`src/rtl/pc_redirect_ctrl_if.sv`:
```
// Control-flow redirect bundle between the pipeline stages, the PC block and
// the redirect sequencer. The controller takes the slave side; whatever feeds
// requests and consumes halt/jreq/jval takes the master side.
interface pc_redirect_ctrl_if #(
  parameter int XLEN = 32
);
  logic [XLEN-1:0] next_pc;
  logic            mem_busy;
  logic            br_req;
  logic [XLEN-1:0] br_target;
  logic            trap_req;
  logic [XLEN-1:0] trap_pc;
  logic            mret_req;
  logic            irq;
  logic            irq_en;
  logic [XLEN-1:0] mtvec;
  logic            dbg_halt_req;
  logic            dbg_resume_req;
  logic            halt;
  logic            jreq;
  logic [XLEN-1:0] jval;
  logic            flush;
  logic [XLEN-1:0] mepc;
  logic            in_trap;
  logic            halted;

  modport slave (
    input  next_pc, mem_busy, br_req, br_target, trap_req, trap_pc, mret_req,
           irq, irq_en, mtvec, dbg_halt_req, dbg_resume_req,
    output halt, jreq, jval, flush, mepc, in_trap, halted
  );

  modport master (
    output next_pc, mem_busy, br_req, br_target, trap_req, trap_pc, mret_req,
           irq, irq_en, mtvec, dbg_halt_req, dbg_resume_req,
    input  halt, jreq, jval, flush, mepc, in_trap, halted
  );
endinterface

```
`src/rtl/pc_redirect_ctrl.sv`:
```
// Redirect sequencer for the PC block: arbitrates trap / interrupt / mret /
// branch, parks redirects that arrive during a memory stall, generates the
// post-redirect flush window and handles debug halt/resume.
//
// state    | meaning
// ---------+-------------------------------------------------------------
// S_RUN    | normal execution, redirects issued when memory is not busy
// S_FLUSH  | squashing wrong-path fetch/decode for FLUSH_CYCLES cycles
// S_HALTED | debug-halted, waiting for dbg_resume_req
module pc_redirect_ctrl #(
  parameter int XLEN         = 32,
  parameter int FLUSH_CYCLES = 2
) (
  input  logic              clk,
  input  logic              xreset_n,
  pc_redirect_ctrl_if.slave bus
);
  typedef enum logic [1:0] {S_RUN = 2'd0, S_FLUSH = 2'd1, S_HALTED = 2'd2} state_t;
  // Numeric value doubles as priority rank among live requests
  typedef enum logic [2:0] {
    K_NONE = 3'd0, K_BR = 3'd1, K_MRET = 3'd2, K_IRQ = 3'd3, K_TRAP = 3'd4
  } kind_t;

  state_t          state_q, state_d;
  logic [2:0]      flush_cnt_q, flush_cnt_d;
  logic            pend_valid_q, pend_valid_d;
  kind_t           pend_kind_q, pend_kind_d;
  logic [XLEN-1:0] pend_target_q, pend_target_d;
  logic [XLEN-1:0] pend_epc_q, pend_epc_d;
  logic            dbg_pend_q, dbg_pend_d;
  logic            in_trap_q, in_trap_d;
  logic [XLEN-1:0] mepc_q, mepc_d;

  kind_t           new_kind, sel_kind;
  logic [XLEN-1:0] new_target, new_epc, sel_target, sel_epc;
  logic            irq_live;
  logic            halt_c, jreq_c;
  logic [XLEN-1:0] jval_c;

  // Highest-priority request presented this cycle, ignoring the pending slot
  always_comb begin
    irq_live   = bus.irq & bus.irq_en & ~in_trap_q;
    new_kind   = K_NONE;
    new_target = '0;
    new_epc    = '0;
    if (bus.trap_req) begin
      new_kind   = K_TRAP;
      new_target = bus.mtvec;
      new_epc    = bus.trap_pc;
    end else if (irq_live) begin
      new_kind   = K_IRQ;
      new_target = bus.mtvec;
      new_epc    = bus.next_pc;
    end else if (bus.mret_req) begin
      new_kind   = K_MRET;
      new_target = mepc_q;
    end else if (bus.br_req) begin
      new_kind   = K_BR;
      new_target = bus.br_target;
    end
  end

  // The pending slot ranks below trap/irq but above mret/branch
  always_comb begin
    if (new_kind == K_TRAP || new_kind == K_IRQ || !pend_valid_q) begin
      sel_kind   = new_kind;
      sel_target = new_target;
      sel_epc    = new_epc;
    end else begin
      sel_kind   = pend_kind_q;
      sel_target = pend_target_q;
      sel_epc    = pend_epc_q;
    end
  end

  // Next-state and redirect decode
  always_comb begin
    state_d       = state_q;
    flush_cnt_d   = flush_cnt_q;
    pend_valid_d  = pend_valid_q;
    pend_kind_d   = pend_kind_q;
    pend_target_d = pend_target_q;
    pend_epc_d    = pend_epc_q;
    dbg_pend_d    = dbg_pend_q;
    in_trap_d     = in_trap_q;
    mepc_d        = mepc_q;
    halt_c        = 1'b0;
    jreq_c        = 1'b0;
    jval_c        = '0;
    unique case (state_q)
      S_RUN: begin
        if (bus.mem_busy) begin
          halt_c = 1'b1;
          if (new_kind != K_NONE && (!pend_valid_q || new_kind > pend_kind_q)) begin
            pend_valid_d  = 1'b1;
            pend_kind_d   = new_kind;
            pend_target_d = new_target;
            pend_epc_d    = new_epc;
          end
          if (bus.dbg_halt_req) dbg_pend_d = 1'b1;
        end else if (sel_kind != K_NONE) begin
          jreq_c       = 1'b1;
          jval_c       = {sel_target[XLEN-1:2], 2'b00};
          pend_valid_d = 1'b0;
          state_d      = S_FLUSH;
          flush_cnt_d  = 3'(FLUSH_CYCLES);
          if (sel_kind == K_TRAP || sel_kind == K_IRQ) begin
            mepc_d    = sel_epc;
            in_trap_d = 1'b1;
          end else if (sel_kind == K_MRET) begin
            in_trap_d = 1'b0;
          end
          if (bus.dbg_halt_req) dbg_pend_d = 1'b1;
        end else if (bus.dbg_halt_req || dbg_pend_q) begin
          state_d = S_HALTED;
        end
      end
      S_FLUSH: begin
        if (bus.dbg_halt_req) dbg_pend_d = 1'b1;
        if (bus.mem_busy) begin
          halt_c = 1'b1;
        end else if (flush_cnt_q == 3'd1) begin
          flush_cnt_d = 3'd0;
          state_d     = (dbg_pend_q || bus.dbg_halt_req) ? S_HALTED : S_RUN;
        end else begin
          flush_cnt_d = flush_cnt_q - 3'd1;
        end
      end
      S_HALTED: begin
        halt_c = 1'b1;
        if (bus.dbg_resume_req) begin
          state_d    = S_RUN;
          dbg_pend_d = 1'b0;
        end
      end
      default: state_d = S_RUN;
    endcase
  end

  // State and bookkeeping registers
  always_ff @(posedge clk or negedge xreset_n) begin
    if (!xreset_n) begin
      state_q       <= S_RUN;
      flush_cnt_q   <= 3'd0;
      pend_valid_q  <= 1'b0;
      pend_kind_q   <= K_NONE;
      pend_target_q <= '0;
      pend_epc_q    <= '0;
      dbg_pend_q    <= 1'b0;
      in_trap_q     <= 1'b0;
      mepc_q        <= '0;
    end else begin
      state_q       <= state_d;
      flush_cnt_q   <= flush_cnt_d;
      pend_valid_q  <= pend_valid_d;
      pend_kind_q   <= pend_kind_d;
      pend_target_q <= pend_target_d;
      pend_epc_q    <= pend_epc_d;
      dbg_pend_q    <= dbg_pend_d;
      in_trap_q     <= in_trap_d;
      mepc_q        <= mepc_d;
    end
  end

  // Combinational outputs are held at zero while reset is asserted
  assign bus.halt    = halt_c & xreset_n;
  assign bus.jreq    = jreq_c & xreset_n;
  assign bus.jval    = jval_c & {XLEN{xreset_n}};
  assign bus.flush   = (state_q == S_FLUSH) & xreset_n;
  assign bus.halted  = (state_q == S_HALTED) & xreset_n;
  assign bus.mepc    = mepc_q;
  assign bus.in_trap = in_trap_q;
endmodule

```
`src/flat_wrapper.sv`:
```
// flat-port wrapper written by rule: the top's interface ports become plain ports
module pc_redirect_ctrl_flat 
#(
  parameter int XLEN         = 32,
  parameter int FLUSH_CYCLES = 2
)
  (clk, xreset_n, bus_next_pc, bus_mem_busy, bus_br_req, bus_br_target, bus_trap_req, bus_trap_pc, bus_mret_req, bus_irq, bus_irq_en, bus_mtvec, bus_dbg_halt_req, bus_dbg_resume_req, bus_halt, bus_jreq, bus_jval, bus_flush, bus_mepc, bus_in_trap, bus_halted);
  pc_redirect_ctrl_if #(.XLEN(XLEN)) bus_i ();
  input  logic clk;
  input  logic xreset_n;
  input wire logic [$bits(bus_i.next_pc)-1:0] bus_next_pc;
  input wire logic [$bits(bus_i.mem_busy)-1:0] bus_mem_busy;
  input wire logic [$bits(bus_i.br_req)-1:0] bus_br_req;
  input wire logic [$bits(bus_i.br_target)-1:0] bus_br_target;
  input wire logic [$bits(bus_i.trap_req)-1:0] bus_trap_req;
  input wire logic [$bits(bus_i.trap_pc)-1:0] bus_trap_pc;
  input wire logic [$bits(bus_i.mret_req)-1:0] bus_mret_req;
  input wire logic [$bits(bus_i.irq)-1:0] bus_irq;
  input wire logic [$bits(bus_i.irq_en)-1:0] bus_irq_en;
  input wire logic [$bits(bus_i.mtvec)-1:0] bus_mtvec;
  input wire logic [$bits(bus_i.dbg_halt_req)-1:0] bus_dbg_halt_req;
  input wire logic [$bits(bus_i.dbg_resume_req)-1:0] bus_dbg_resume_req;
  output wire logic [$bits(bus_i.halt)-1:0] bus_halt;
  output wire logic [$bits(bus_i.jreq)-1:0] bus_jreq;
  output wire logic [$bits(bus_i.jval)-1:0] bus_jval;
  output wire logic [$bits(bus_i.flush)-1:0] bus_flush;
  output wire logic [$bits(bus_i.mepc)-1:0] bus_mepc;
  output wire logic [$bits(bus_i.in_trap)-1:0] bus_in_trap;
  output wire logic [$bits(bus_i.halted)-1:0] bus_halted;
  assign bus_i.next_pc = bus_next_pc;
  assign bus_i.mem_busy = bus_mem_busy;
  assign bus_i.br_req = bus_br_req;
  assign bus_i.br_target = bus_br_target;
  assign bus_i.trap_req = bus_trap_req;
  assign bus_i.trap_pc = bus_trap_pc;
  assign bus_i.mret_req = bus_mret_req;
  assign bus_i.irq = bus_irq;
  assign bus_i.irq_en = bus_irq_en;
  assign bus_i.mtvec = bus_mtvec;
  assign bus_i.dbg_halt_req = bus_dbg_halt_req;
  assign bus_i.dbg_resume_req = bus_dbg_resume_req;
  assign bus_halt = bus_i.halt;
  assign bus_jreq = bus_i.jreq;
  assign bus_jval = bus_i.jval;
  assign bus_flush = bus_i.flush;
  assign bus_mepc = bus_i.mepc;
  assign bus_in_trap = bus_i.in_trap;
  assign bus_halted = bus_i.halted;
  pc_redirect_ctrl #(.XLEN(XLEN), .FLUSH_CYCLES(FLUSH_CYCLES)) u_core (.clk(clk), .xreset_n(xreset_n), .bus(bus_i));
endmodule
```
`config.mk`:
```
export PLATFORM = sky130hd
export DESIGN_NAME = pc_redirect_ctrl_flat
export DESIGN_NICKNAME = d
export VERILOG_FILES = /design/src/rtl/pc_redirect_ctrl_if.sv /design/src/rtl/pc_redirect_ctrl.sv /design/src/flat_wrapper.sv
export SDC_FILE = /design/constraint.sdc
export NUM_CORES = 1
export LEC_CHECK = 0
export ABC_AREA = 1
export BUFFER_PORTS_ARGS = -buffer_cell sky130_fd_sc_hd__buf_2
export CORE_UTILIZATION = 45
export DETAILED_ROUTE_END_ITERATION = 16
export PLACE_DENSITY = 0.72
export SLEW_MARGIN = 20
export SYNTH_ARGS = -nofsm -noshare
export SYNTH_HDL_FRONTEND = slang
export SYNTH_SLANG_ARGS = --single-unit
```
`constraint.sdc`:
```
create_clock -name clk -period 5.2 [get_ports clk]
set_input_delay 0.26 -clock clk [delete_from_list [all_inputs] [get_ports clk]]
set_output_delay 0.26 -clock clk [all_outputs]
set_load 0.01 [all_outputs]
```
* After elaboration in Yosys (flattened, before gate mapping)
Cells that the tools add are included.
Word-level totals: bits in registers 107, output and inout port bits 69, bits of input ports 138, logic and storage cells 102
Cells by class: $add $sub $neg 1, reductions and logical operators 22, order comparisons 1, muxes and demuxes 44, equal/unequal tests 16, bitwise logic cells 9
Operator list (count):
- 32-bit two-way mux | 11
- 32-bit bitwise AND | 1
- 3-bit two-way mux | 8
- 1-bit two-way mux | 14
- 2-bit two-way mux | 7
- 4-bit AND reduction | 3
- 3-bit by 2-bit equality test with 1-bit output, second input constant | 3
- 3-bit AND reduction | 3
- 3-bit nonzero test | 3
- 1-bit bitwise AND | 6
- 3-bit equality test, second input constant | 2
- 2-bit by 1-bit inequality test with 1-bit output, second input constant | 3
- 2-bit inequality test, second input constant | 3
- 2-bit case mux with 3 select lines | 1
- 3-bit case mux with 2 select lines | 1
- 2-bit nonzero test | 3
- 1-bit logical OR | 5
- 5-bit AND reduction | 1
- 3-bit by 1-bit equality test with 1-bit output, second input constant | 1
- 3-bit > comparator | 1
- 3-bit by 1-bit inequality test with 1-bit output, second input constant | 1
- 3-bit by 2-bit inequality test with 1-bit output, second input constant | 1
- 1-bit case mux with 3 select lines | 1
- 3-bit by 1-bit subtractor with 3-bit output, second input constant | 1
- other kinds (8) | 9

* Depth between registers and ports, before layout
Gate-level depths: netlist (run 1).
word-level depth 13, gate-level depth with buffers 15

* Worst setup path after synthesis (run 1)
OpenSTA, ideal clock, no wires.
path type register to register, start register u_core.in_trap_q, in the netlist u_core.bus.in_trap, end register u_core.pend_kind_q[2], setup slack 3.179 ns, cell stages (with the launch flop) 16, library setup time 0.130 ns, arrival time 1.891 ns, cell sequence dfrtp_1 -> inv_2 -> nand3_4 -> nand2_1 -> nand2_1 -> inv_1 -> ha_1 -> nand2_1 -> o21ai_0 -> nand2_1 -> nand2_1 -> nand4_1 -> buf_2 -> buf_2 -> nand2_1 -> o21ai_0
On the way: cells in the longest elaborated chain, start to end 8, elaborated cells on any way between the ends 9, classes of those cells order compare: 1; mux: 2; bitwise: 2; reduce/logical: 4
RTL lines:
- start: declaration | line pc_redirect_ctrl.sv:31 | logic in_trap_q, in_trap_d;
- start signal: assignment | line pc_redirect_ctrl.sv:160 | in_trap_q <= in_trap_d;
- 1-bit NOT * | line pc_redirect_ctrl.sv:42 | irq_live = bus.irq & bus.irq_en & ~in_trap_q;
- 1-bit bitwise AND * | line pc_redirect_ctrl.sv:42
- 3-bit two-way mux * | line pc_redirect_ctrl.sv:50 | end else if (irq_live) begin
- 3-bit two-way mux * | line pc_redirect_ctrl.sv:46 | if (bus.trap_req) begin
- via u_core.new_kind[1] | line pc_redirect_ctrl.sv:34 | kind_t new_kind, sel_kind;
- 3-bit > comparator | line pc_redirect_ctrl.sv:94 | if (new_kind != K_NONE && (!pend_valid_q || new_kind > pend_kind_q)) begin
- 1-bit logical OR | line pc_redirect_ctrl.sv:94
- 1-bit logical AND * | line pc_redirect_ctrl.sv:94
- 3-bit AND reduction (no line) *
- end signal: assignment | line pc_redirect_ctrl.sv:156 | pend_kind_q <= pend_kind_d;
- end: declaration | line pc_redirect_ctrl.sv:27 | kind_t pend_kind_q, pend_kind_d;
Mark *: on every way through the listed nets, which the timed path passes. The rest lies on a longest branch. A chain may end at the register's enable or synchronous reset.

* Final worst setup path (run 1)
start register u_core.in_trap_q, in the netlist u_core.bus.in_trap, end output port bus_jval[8]
On the way: cells in the longest elaborated chain, start to end 13, elaborated cells on any way between the ends 17, classes of those cells eq/ne: 2; mux: 9; bitwise: 3; reduce/logical: 3
RTL lines:
- 1-bit NOT * | line pc_redirect_ctrl.sv:42
- 1-bit bitwise AND * | line pc_redirect_ctrl.sv:42
- 3-bit two-way mux | line pc_redirect_ctrl.sv:50
- 3-bit two-way mux | line pc_redirect_ctrl.sv:46
- 3-bit equality test or 3-bit by 2-bit equality test with 1-bit output (tied branches) | line pc_redirect_ctrl.sv:65 | if (new_kind == K_TRAP || new_kind == K_IRQ || !pend_valid_q) begin
- 1-bit logical OR (2 in series) | line pc_redirect_ctrl.sv:65
- 3-bit two-way mux | line pc_redirect_ctrl.sv:65
- 3-bit nonzero test | line pc_redirect_ctrl.sv:101 | end else if (sel_kind != K_NONE) begin
- 32-bit two-way mux * | line pc_redirect_ctrl.sv:101
- 32-bit two-way mux * | line pc_redirect_ctrl.sv:92 | if (bus.mem_busy) begin
- 32-bit two-way mux * | line pc_redirect_ctrl.sv:90 | unique case (state_q)
- 32-bit bitwise AND * | line pc_redirect_ctrl.sv:168 | assign bus.jval = jval_c & {XLEN{xreset_n}};
- end: declaration | line flat_wrapper.sv:25 | output wire logic [$bits(bus_i.jval)-1:0] bus_jval;
Mark *: on every way between the ends. The rest lies on a longest branch, timed or not.

==> flow_summary.ini, run 1 <==
[outcome]
status = finished, final reports clean

[synthesis]
ys_warn_count = 0
synth_top_cells_by_area = dfrtp_1 (40%), nand2_1 (20%), nor2_1 (7.8%)
synth_top_family_by_area = simple AND/OR/NAND/NOR gates
syn_inst = 1003
synth.distinct_cells = 28
synth_xor_area_share_pct = 0.133
synth.area.mux_share_pct = 0
synth-compound-area-share_pct = 13.1
yosysTopAreaCellShare_pct = 40.0
synth_top_area_cell = dfrtp_1
synth-simple-area-share_pct = 35.3
ys_seq_area_share_pct = 40.0
syn-cell-area_um2 = 6570
avgSynthCellArea_um2 = 6.55
ys_ff_latch = 105
synthAdderAreaFrac_pct = 0.952

[cts]
cts-resized-gates = 0
clkTransAtPathRegs_ns = 0.07
htree_levels = 3
post_cts.repair.setup_buffers = 0
clockBufferDepth = 2
cts_sinks = 105
cts_inserted_buffers = 9
clk_latency_ns = 0.35
postCtsHoldBufs = 1
root_buffer = clkbuf_16
cts_tree = built

[timing]
finalMaxSlewViolations = 0
finalSetupViolations = 0
fin_crit_sh_pct = 69.1
rsz0062_at_grt = no
clock_skew_ns = 0.00627
tns_ns = 0
tightestPinTransition_ns = 1.03
clock.fmax_ghz = 0.278
relSlewSlack_pct = 31.4
hold_viol = 0
min_period_ns = 3.59

[global_route]
grt_pass1_vias = 5809
grt_overflow = 0
grt_start_max_net_pins = 71
antenna_found_initial = 0
grt_use_total_pct = 24.5
grt_first_pass_wirelength_mm = 28.8

[placed_design]
dp_hpwl_mm = 12.3
gp_congestion = 0.846
port_buffers = 200
place_inst = 1318

[hold_path]
hp-class = in -> reg
hold_start = bus_dbg_resume_req
worstHoldEndpoint = u_core.state_q[1]$_DFFE_PN0P_
hold_depth = 4

[run]
max-cap-violations = 0

[detailed_routing]
drc = 0
vias = 6660
antenna_left = 0
vias_per_cell = 4.99
drt_wl_total_mm = 17.9
drt_iter0_markers = 504
wl_per_cell_um = 13.4
dr.pass1.iters = 6

[floorplanning]
num_rows = 43
ios = 207
die_h_um = 123
coreArea_um2 = 14000
dieArea_um2 = 15100
start_util_pct = 46.8
dieWidth_um = 123

[worst_setup_path]
worstReg2RegStart = u_core.bus.in_trap$_DFFE_PN0P_
r2r_slack_ns = 1.80
end_kind = primary output
worstSetupPathType = reg -> out
cp.required_ns = 4.94
crit_fanout = 69
worst_setup_path_start_kind = flop
arrival_ns = 3.33
rr_endpoint = u_core.bus.mepc[16]$_DFFE_PN0P_
r2r_cells = 10

[power]
p_leak_nw = 4.40
vdd_drop_max_v = 0.000189
power.density_nw_per_um2 = 453

[final_layout]
multi_input_area_um2 = 3260
seq_area_um2 = 2630
drive_gt1_share_pct = 20.3
fillers = 1430
fin_cells = 1335
n_antenna_cell = 0
nNetsFinal = 1293
area_growth_pct = 18.8
==> synth_stat cells, drive strengths merged <==
cell and instances:
a211oi 1, a21boi 1, a21oi 64, a31oi 1
buf 49, clkbuf 22, conb 1, dfrtp 105
ha 5, inv 84, nand2 355, nand3 40
nand4 35, nor2 138, nor3 1, o21ai 99
or3 1, xor2 1
==> per-layer routing <==
metal  routed length [µm]  global-route usage, %  vias up
met5                    0                      0        -
met4                  308                   8.84        0
met3                  944                   2.79       24
met2                 8040                   37.3      221
met1                 8600                   35.6     2953
li1                     -                      -     3462
==> sequential cells by signal, summed over array words and instances (netlist names) <==
signal                flops
u_core.bus.in_trap        1
u_core.bus.mepc          32
u_core.dbg_pend_q         1
u_core.flush_cnt_q        3
u_core.pend_epc_q        32
u_core.pend_kind_q        3
u_core.pend_target_q     30
u_core.pend_valid_q       1
u_core.state_q            2
==> layout by cell type (no fill, tap or decap), types with 2 or more instances in the layout <==
master     count
ha_1           5
o21ai_0       50
a21oi_1       64
inv_2          4
nand3_1       37
nand3_4        2
clkbuf_16      9
nand2_2        3
o21ai_1       49
inv_6          3
nand4_1       35
inv_1         79
buf_2        199
clkbuf_8       3
nor2_1       137
nand2_1      352
dfrtp_1      105
buf_4          6
conb_1         2
==> cells by family (layout without fill, tap and decap cells) <==
family / count (synthesis) / in the layout
and+or+nand+nor: 570 / 570
adders and majority gates: 5 / 5
AOI/OAI and AO/OA: 166 / 166
xor gates and xnor gates: 1 / 1
DFF: 105 / 105
other: 1 / 2
buffers and inverters: 155 / 306
==> how the worst max path moves through the flow <==
stage	start	endpoint	cells past startpoint
floorplan	u_core.bus.in_trap$_DFFE_PN0P_	u_core.pend_kind_q[2]$_DFFE_PN0P_	15
global placement	bus_trap_req	u_core.bus.mepc[27]$_DFFE_PN0P_	9
detailed placement	u_core.bus.in_trap$_DFFE_PN0P_	u_core.bus.mepc[31]$_DFFE_PN0P_	10
CTS	u_core.bus.in_trap$_DFFE_PN0P_	bus_jval[9]	10
global route	u_core.bus.in_trap$_DFFE_PN0P_	bus_jval[13]	10
finish	u_core.bus.in_trap$_DFFE_PN0P_	bus_jval[8]	10
==> layout make-up <==
| class | count | share of cell area (%) |
|---|---|---|
| sequential | 105 | 33.6 |
| multi-input combinational | 744 | 41.8 |
| clock inverter | 4 | 0.721 |
| clock buffer | 12 | 3.41 |
| tap | 180 | 2.88 |
| inverter | 84 | 4.10 |
| timing repair buffer | 206 | 13.5 |
==> worst max-delay path: stages, from the launching register on <==
cell	delay, ns
dfrtp_1	0.41
inv_2	0.08
nand3_4	0.58
nand2_1	1.07
nor2_1	0.11
nor2_1	0.18
inv_1	0.07
o21ai_0	0.15
inv_1	0.06
nor2_1	0.10
buf_2	0.14
==> through the flow <==
stage               instance area [µm²]  hold slack, ns  util, %  setup slack (ns)  power, mW
floorplan                          6580         -0.0356        -              3.18       2.40
global placement                   7480           0.256     53.2              1.85       2.79
detailed placement                 7480           0.254     53.2              1.81       2.83
CTS                                7810           0.170     55.6              1.57       3.57
global route                       7810           0.223     55.6              1.19       3.86
finish                             7810           0.187     55.6              1.61       3.54
==> power by group <==
part           switching [mW]  internal (mW)  total (mW)
Combinational           0.911          0.492        1.40
Clock                   0.304          0.417       0.722
Sequential              0.247           1.17        1.42
Total                    1.46           2.08        3.54
Note: power is estimated with default switching activity, not from simulation.
==> run 2, diff against run 1 <==
Settings changed: ABC_AREA 1 to 0, PLACE_DENSITY 0.72 to 0.76.
Clock period 5.2 ns to 3.05 ns, I/O delays scaled along.
==> flow_summary.ini, run 2 <==
[detailed_routing]
vias = 5493
drt_wl_total_mm = 16.1
vias_per_cell = 5.54
dr.pass1.iters = 11
drt_iter0_markers = 460
antenna_left = 0
wl_per_cell_um = 16.3
drc = 1

[synthesis]
syn_inst = 646
synth.area.mux_share_pct = 12.0
ys.flop_type = dfrtp_1
syn-cell-area_um2 = 6070
avgSynthCellArea_um2 = 9.39
async_flop_share_pct = 100
synth_top_cells_by_area = dfrtp_1 (43%), mux2_1 (9.8%), o21ai_0 (5.4%)
synth.most_common_cell = dfrtp_1
synth-simple-area-share_pct = 13.4
ys_ff_latch = 105
ys_warn_count = 0
synth_common_cells = dfrtp_1 (105), nand2_1 (66), o21ai_0 (65), mux2_1 (53), clkbuf_1 (45)
synth.distinct_cells = 47
synth_top_area_cell = dfrtp_1
synth_top_family_by_area = compound AO/OA/AOI/OAI gates
synth_xor_area_share_pct = 0
synthAdderAreaFrac_pct = 1.03
synth-compound-area-share_pct = 24.4
yosysTopAreaCellShare_pct = 43.3
ys_seq_area_share_pct = 43.3
synth_edf_count = 0

[timing]
setup_slack_ns = 0.181
finalSetupViolations = 0
tightestPinTransition_ns = 0.917
clock.fmax_ghz = 0.349
tns_ns = 0
finalMaxSlewViolations = 0
hold_viol = 0
fin_crit_sh_pct = 94.1
rsz0062_at_grt = no
relSlewSlack_pct = 38.9
clock_skew_ns = 0.00504
min_period_ns = 2.87

[final_layout]
fillers = 1235
area_growth_pct = 23.9
layout_commonest_cell = buf_2
n_antenna_cell = 0
final_cell_mix = buf_2 (198), dfrtp_1 (105), nand2_1 (66), o21ai_0 (65), mux2_1 (53)
nNetsFinal = 956
drive_gt1_share_pct = 30.2

[outcome]
status = finished with violations
violations = DRC

[hold_path]
hold_start = bus_dbg_halt_req
hp-class = in -> reg

[power]
vdd_drop_max_v = 0.000374
power.density_nw_per_um2 = 758
p_leak_nw = 3.51
finalPower_mw = 5.70

[cts]
cts_tree = built
cts_sinks = 105
cts-resized-gates = 0
clkTransAtPathRegs_ns = 0.06
clockBufferDepth = 2
htree_levels = 3
clk_latency_ns = 0.34
cts_inserted_buffers = 9
root_buffer = clkbuf_16

[global_route]
grtUsageMet2_pct = 34.1
grt_use_total_pct = 23.0
met1_usage_pct = 34.9
use_met3_pct = 2.57
grt_first_pass_wirelength_mm = 25.5
grt_start_max_net_pins = 91
grt_overflow = 0
antenna_found_initial = 0
grt_pass1_vias = 4927
busiest_layer = met1

[placed_design]
pre_cts_slack_ns = 0.197
gp_congestion = 0.848
dp_hpwl_mm = 11.4
port_buffers = 200

[worst_setup_path]
cp-startpoint = u_core.bus.in_trap$_DFFE_PN0P_
worstReg2RegStart = u_core.bus.in_trap$_DFFE_PN0P_
end_kind = primary output
crit_fanout = 61
worst_setup_path_start_kind = flop
arrival_ns = 2.72
worstSetupPathType = reg -> out
cp.required_ns = 2.90

[floorplanning]
ios = 207
start_util_pct = 46.0
die_h_um = 118
coreArea_um2 = 13200
dieWidth_um = 118
num_rows = 42
dieArea_um2 = 14000

[run]
max-cap-violations = 0
## run 2: changes by cell type after synthesis, sizes merged, moves of 23 or more
| cell | previous run | this run |
|---|---|---|
| nand3 | 40 | 2 |
| or3 | 1 | 31 |
| a22oi | 0 | 30 |
| nand4 | 35 | 0 |
| mux2 | 0 | 63 |
| a21oi | 64 | 35 |
| a22o | 0 | 33 |
| nand2 | 355 | 66 |
| a31oi | 1 | 29 |
| inv | 84 | 12 |
| nor2 | 138 | 6 |
| nor2b | 0 | 35 |
| buf | 49 | 18 |
| clkbuf | 22 | 45 |
## run 2: cell type report
| cell class | instances | area (µm²) | area share (%) |
|---|---|---|---|
| Tap cell | 176 | 220 | 2.93 |
| Inverter | 12 | 45.0 | 0.599 |
| Sequential cell | 105 | 2630 | 34.9 |
| Clock buffer | 10 | 239 | 3.18 |
| Clock inverter | 3 | 67.6 | 0.899 |
| Multi-Input combinational cell | 467 | 3130 | 41.6 |
| Timing Repair Buffer | 218 | 1190 | 15.9 |
## run 2: where the power goes
| group | internal (mW) | total, mW | switching (mW) | leakage [nW] |
|---|---|---|---|---|
| Combinational | 0.958 | 2.07 | 1.11 | 2.04 |
| Clock | 0.728 | 1.21 | 0.486 | 0.147 |
| Sequential | 1.98 | 2.41 | 0.439 | 1.33 |
## run 2: stage by stage
stage | cells | utilization (%) | area [µm²] | hold slack (ns)
finish | 991 | 57.0 | 7520 | 0.0752
global route | 991 | 57.0 | 7520 | 0.0978
CTS | 991 | 57.0 | 7520 | 0.0694
detailed placement | 977 | 54.6 | 7200 | 0.0508
global placement | 977 | 54.6 | 7200 | 0.0455
floorplan | 647 | - | 6090 | -0.143
## run 2: path summary, 6_finish.rpt
| path | cells after the start | endpoint | slack (ns) |
|---|---|---|---|
| setup / recovery | 6 | bus_jval[31] | 0.18 |
| hold / removal | 3 | u_core.dbg_pend_q$_DFFE_PN0P_ | 0.08 |
| setup reg to reg | 9 | u_core.pend_target_q[24]$_DFFE_PN0P_ | 0.19 |
| hold reg to reg | 2 | u_core.bus.mepc[0]$_DFFE_PN0P_ | 0.48 |
| max in group asynchronous | 3 | u_core.pend_target_q[14]$_DFFE_PN0P_ | 2.07 |
| min in group asynchronous | 2 | u_core.pend_target_q[17]$_DFFE_PN0P_ | 0.23 |
## run 2: worst max-delay path, stage by stage, from the launching register on
cell	delay, ns
dfrtp_1	0.34
and3b_2	0.23
buf_4	0.25
or2_2	0.66
or3_1	0.47
a31oi_1	0.22
buf_2	0.18
## run 2: cells by family after synthesis
family                     after synthesis
AOI/OAI and AO/OA                      238
other                                    1
DFF                                    105
adders and majority gates                5
and+or+nand+nor                        157
muxes                                   65
buffers and inverters                   75
## run 2: per-layer routing
metal	wire length, µm	vias up
met3	1020	20
met5	0	-
met4	274	0
met1	7760	2569
li1	-	2692
met2	7080	212
## run 2: repair_timing
item | 4_1_cts | 5_1_grt
buffers inserted | 0 | 0
hold buffers | 1 | 0
hold endpoints to repair | 15 | 0
